--- src/rtl/prog_clock_divider.sv ---
// prog_clock_divider
//   Multi-channel programmable frequency divider. Every channel counts
//   enabled clk cycles and, once per period of D+1 cycles, raises a
//   one-cycle tick strobe and toggles a 50%-duty square wave. A new divide
//   value is first written into a per-channel shadow register. It is copied
//   into the active register at the next period boundary, or at once while
//   the channel is disabled, so a running period is never cut short.
//   Everything runs on the rising edge of clk and every output is a
//   register. The block generates no derived clocks.
//
// Parameters
//   WIDTH    width of the divide value and of each channel counter
//   CH       number of independent channels (>= 1)
//   CHW      channel-index width, max(1, clog2(CH)); derived, not overridable
//
// Ports
//   clk      system clock
//   rst      asynchronous, active-high reset
//   en       per-channel run enable
//   wr_en    write strobe for the divide-value port
//   wr_ch    channel addressed by the write (indices >= CH are ignored)
//   wr_div   new divide value D (period = D+1 enabled cycles)
//   tick     one-cycle strobe at each period boundary
//   wave     square wave, toggles at each period boundary
//   pending  shadow value written but not yet applied
module prog_clock_divider #(
  parameter  int WIDTH = 8,
  parameter  int CH    = 2,
  localparam int CHW   = (CH > 1) ? $clog2(CH) : 1
) (
  input  logic             clk,
  input  logic             rst,
  input  logic [CH-1:0]    en,
  input  logic             wr_en,
  input  logic [CHW-1:0]   wr_ch,
  input  logic [WIDTH-1:0] wr_div,
  output logic [CH-1:0]    tick,
  output logic [CH-1:0]    wave,
  output logic [CH-1:0]    pending
);

  for (genvar i = 0; i < CH; i++) begin : g_ch
    logic [WIDTH-1:0] cnt;
    logic [WIDTH-1:0] act;
    logic [WIDTH-1:0] shd;
    logic             pend;
    logic             tick_q;
    logic             wave_q;
    logic             hit;
    logic             bnd;

    // The decode only matches indices 0..CH-1. An out-of-range wr_ch
    // therefore matches no channel and causes no state change.
    assign hit = wr_en && (wr_ch == CHW'(i));
    assign bnd = (cnt == act);

    always_ff @(posedge clk or posedge rst) begin
      if (rst) begin
        cnt    <= '0;
        act    <= '1;
        shd    <= '1;
        pend   <= 1'b0;
        tick_q <= 1'b0;
        wave_q <= 1'b0;
      end else begin
        if (en[i]) begin
          if (bnd) begin
            cnt    <= '0;
            tick_q <= 1'b1;
            wave_q <= ~wave_q;
            if (pend) begin
              act  <= shd;
              pend <= 1'b0;
            end
          end else begin
            cnt    <= cnt + WIDTH'(1);
            tick_q <= 1'b0;
          end
        end else begin
          // A disabled channel discards its partial period and takes any
          // pending value right away. The wave level is held.
          cnt    <= '0;
          tick_q <= 1'b0;
          if (pend) begin
            act  <= shd;
            pend <= 1'b0;
          end
        end
        // The write comes after the apply logic so that it wins on the same
        // edge. The apply above still uses the shd and pend values from
        // before this edge, so a write that lands on a boundary takes
        // effect at the following boundary.
        if (hit) begin
          shd  <= wr_div;
          pend <= 1'b1;
        end
      end
    end

    assign tick[i]    = tick_q;
    assign wave[i]    = wave_q;
    assign pending[i] = pend;
  end

endmodule
--- config.mk ---
export PLATFORM = sky130hd
export DESIGN_NAME = prog_clock_divider
export DESIGN_NICKNAME = d
export VERILOG_FILES = /design/src/rtl/prog_clock_divider.sv
export SDC_FILE = /design/constraint.sdc
export NUM_CORES = 1
export LEC_CHECK = 0
export CAP_MARGIN = 10
export CORE_ASPECT_RATIO = 1.2
export CORE_MARGIN = 2
export CORE_UTILIZATION = 52
export CTS_CLUSTER_DIAMETER = 150
export DETAILED_ROUTE_END_ITERATION = 16
export GPL_TIMING_DRIVEN = 0
export PLACE_DENSITY = 0.75
export SYNTH_ARGS = -nofsm -noshare
export SYNTH_HDL_FRONTEND = slang
export SYNTH_SLANG_ARGS = --single-unit
--- constraint.sdc ---
create_clock -name clk -period 1.25 [get_ports clk]
set_input_delay 0.125 -clock clk [delete_from_list [all_inputs] [get_ports clk]]
set_output_delay 0.125 -clock clk [all_outputs]
set_load 0.01 [all_outputs]
==> flow_summary.yaml <==
clocking:
  clk_root_buffer_cell: "sky130_fd_sc_hd__clkbuf_8"
  clockBufferDepth: 2
  clk-insertion-delay-late_ns: 0.30
  cts-buffers-inserted: 5
  postCtsHoldBufs: 0
  clock_sink_count: 54
  cts_tree: "yes"
  cts-htree-levels: 2
  cts.reportedPaths.clkPinSlew_ns: 0.09
yosys:
  yosys_warnings: 0
  post_synth_mux_area_share: 0.0674
  adder_cell_share_of_the_synthesized_area: 0.00935
  synth_top_cell_area_share: 0.314
  synth-simple-area-share: 0.130
  yosys_register_bits: 54
  synth_compound_area_frac: 0.124
  yosys.cell_types.count: 32
  xor_xnor_share_of_the_synthesized_area: 0.101
  post_synth_instance_area_sq_um: 2680
  number_of_synthesized_flops_with_an_enable_pin: 0
  yosys-top-cells-area: "sky130_fd_sc_hd__dfstp_2, sky130_fd_sc_hd__dfrtp_1, sky130_fd_sc_hd__o211ai_1, sky130_fd_sc_hd__xnor2_1, sky130_fd_sc_hd__o211ai_2"
  dominant_combinational_cell_family_by_area_after_synthesis: "simple AND/OR/NAND/NOR gates"
  synthFlopType: "sky130_fd_sc_hd__dfstp_2"
  synth_sequential_area_ratio: 0.520
  library_cell_occupying_the_most_area_in_the_post_synthesis_netlist: "sky130_fd_sc_hd__dfstp_2"
  most_repeated_cell_in_the_gate_level_netlist_after_synthesis: "sky130_fd_sc_hd__dfstp_2"
  post_synth_inst_count: 230
  async_flop_share: 1.00
  synth.top_cells.by_count: "sky130_fd_sc_hd__dfstp_2, sky130_fd_sc_hd__nand2_1, sky130_fd_sc_hd__o211ai_1, sky130_fd_sc_hd__dfrtp_1, sky130_fd_sc_hd__xnor2_1"
  syn_nets: 246
  post_synth.cell_area_avg_sq_um: 11.6
setup_path:
  critical_path_peak_fanout: 10
  worstSetupStartpointType: "register"
  critical_path_buf_inv_count: 1
  path_delay_family: "flip-flops"
  ff2ff_setup_slack_ns: -0.27
  reg2reg_depth: 5
  crit_required_ns: 1.42
  path_class: "reg -> reg"
  critical_path.max_stage_delay_ns: 0.58
  rr_startpoint: "g_ch[1].act[4]"
  reg2reg_end: "g_ch[1].pend"
  crit_end_element: "register"
  critical_path.slowest_cell: "sky130_fd_sc_hd__dfstp_2"
  crit_arrival_ns: 1.69
  critical_path.cell_chain: "xnor2_1 > nand4_1 > buf_6 > o21ai_4 > o21ai_1"
timing:
  final_min_period_over_clock_period: 1.21
  report.final.hold_viol_count: 0
  fin_skew_ns: 0.00953
  setup-violations-final: 38
  grt_setup_unrepaired: "yes"
  finalWorstSetupSlack_ns: -0.268
  clock.fmax_mhz: 659
  max-slew-margin-rel: 0.671
  setup-tns-final_ns: -8.09
  timing_worst_slew_pin_value_ns: 0.494
  slew_violations: 0
  finalWorstPathRequiredPeriod_ns: 1.52
floorplan:
  die_area_sq_um: 5740
  dieHeight_microns: 82.6
  floorplan.io_pins: 20
  rows: 28
  die_w_microns: 69.5
  core-area_sq_um: 4940
  initial_utilization: 0.542
detailed_routing:
  firstDrtPassIters: 4
  final_antenna_net_count: 0
  route.vias.total: 1783
  wirelength_mm: 5.26
  routedWlPerCell_microns: 15.6
  drc_errors: 0
  routed_via_density: 5.28
  first_iter_violations: 82
global_routing:
  grt_pass1_vias: 1933
  remaining_global_route_overflow: 0
  groute.usage.overall: 0.194
  grt_start_max_net_pins: 55
  antenna_found_initial: 0
  first_pass_grt_wire_length_mm: 8.72
final_layout:
  layout.cell_area.non_filler_sq_um: 3300
  drive_gt1_frac: 0.385
  finalNonFillerCells: 338
  n_antenna_cell: 0
  num-fill-cells: 388
  synthToLayoutAreaGrowth_pct: 23.2
  finish.net_count: 293
outcome:
  violations: "setup timing"
  status: "finished, violations left"
pwr:
  power_leakage_uw: 0.00138
  ir_drop_mv: 0.886
  power_density_nw_per_um2: 1390
placement:
  buffer_ports.inserted: 19
  place.detailed.hpwl_mm: 3.45
  gpl.final_weighted_congestion: 0.764
  dp.cells: 309
  place_worst_setup_slack_ns: -0.344
  placed_cell_area_sq_um: 2970
job:
  cap_violations: 0
worst_hold_path:
  holdCritPathClass: "in -> async"
==> layer usage <==
metal | global-route usage | up-vias | part of all wire
li1 | - | 887 | -
met1 | 0.199 | 862 | 0.40
met2 | 0.391 | 27 | 0.57
met3 | 0.0303 | 7 | 0.021
met4 | 0.0843 | 0 | 0.012
met5 | 0 | - | 0
==> cells by family after synthesis <==
kind of cell,after synthesis
fa+ha+maj,2
mux,16
compound gates,38
flops,54
xor+xnor,30
buf+inv,21
simple gates,69
==> what timing repair did <==
action	CTS	global route
setup buffers	12	4
setup endpoints to repair	44	41
gates resized for setup	16	7
pin swaps	9	4
cloned	4	0
==> worst reg2reg max path: cells and delay by family, from the launching register on <==
family                    cells  cell delay, ns
buffers and inverters         1            0.18
and+or+nand+nor               1            0.14
AOI/OAI and AO/OA             2            0.36
DFF                           1            0.58
xor gates and xnor gates      1            0.12
==> layout by cell type (no fill, tap or decap), types with 2 or more instances in the layout <==
cell,n
sky130_fd_sc_hd__nand2_1,26
sky130_fd_sc_hd__nand2b_1,8
sky130_fd_sc_hd__xnor2_1,15
sky130_fd_sc_hd__buf_4,23
sky130_fd_sc_hd__and2_4,2
sky130_fd_sc_hd__ha_1,2
sky130_fd_sc_hd__nor2_1,14
sky130_fd_sc_hd__nor3_4,2
sky130_fd_sc_hd__clkdlybuf4s50_1,13
sky130_fd_sc_hd__clkdlybuf4s15_1,2
sky130_fd_sc_hd__mux2_1,8
sky130_fd_sc_hd__o21ai_4,2
sky130_fd_sc_hd__dfrtp_1,21
sky130_fd_sc_hd__o21a_1,2
sky130_fd_sc_hd__xor2_1,9
sky130_fd_sc_hd__nand4_1,6
sky130_fd_sc_hd__dlygate4sd2_1,2
sky130_fd_sc_hd__and3_1,4
sky130_fd_sc_hd__xnor2_2,6
sky130_fd_sc_hd__and2_1,2
sky130_fd_sc_hd__o211ai_1,24
sky130_fd_sc_hd__clkbuf_1,3
sky130_fd_sc_hd__o211ai_2,8
sky130_fd_sc_hd__dfstp_2,32
sky130_fd_sc_hd__mux2_2,8
sky130_fd_sc_hd__clkbuf_8,6
sky130_fd_sc_hd__nand3_1,4
sky130_fd_sc_hd__buf_2,4
sky130_fd_sc_hd__buf_6,8
==> final cells by class <==
cell class / count / area [sq um] / area share
flip-flops and latches: 54 / 1390 / 0.423
multi-input cells: 155 / 1200 / 0.366
repair buffers: 40 / 353 / 0.107
plain buffers: 17 / 134 / 0.0406
clock buffers: 7 / 86.3 / 0.0262
well taps: 60 / 75.1 / 0.0228
clock inverters: 1 / 30.0 / 0.00911
inverters: 4 / 20.0 / 0.00607
==> metrics by stage <==
stage          total power (uW)  hold WS (ns)  utilization
2_1_floorplan              2940         0.181            -
3_3_place_gp               3130         0.455        0.601
3_5_place_dp               3170         0.456        0.601
4_1_cts                    4540         0.453        0.653
5_1_grt                    4820         0.143        0.667
6_report                   4600         0.112        0.667
==> worst max-delay path by stage <==
stage / from / to / slack, ns / cells past startpoint
5_1_grt: g_ch[1].act[5] / g_ch[1].pend / -0.39 / 5
3_3_place_gp: en[0] / g_ch[0].wave_q / -0.35 / 5
3_5_place_dp: en[0] / g_ch[0].wave_q / -0.34 / 5
2_1_floorplan: g_ch[1].act[7] / g_ch[1].cnt[1] / -0.12 / 5
6_report: g_ch[1].act[4] / g_ch[1].pend / -0.27 / 5
4_1_cts: g_ch[1].act[1] / g_ch[1].pend / -0.27 / 5
==> state kept, by name (all words and copies together), names as in the netlist <==
register and cells:
g_ch.shd 16, g_ch.cnt 16, g_ch.tick_q 2, g_ch.pend 2, g_ch.act 16, g_ch.wave_q 2
==> report_power, final <==
part           internal [uW]  switching [uW]  total (uW)  leakage [uW]
Clock                    654             554        1210     0.0000585
Combinational            608             448        1060      0.000692
Sequential              2130             201        2330      0.000630
(Power assumes the default switching activity.)
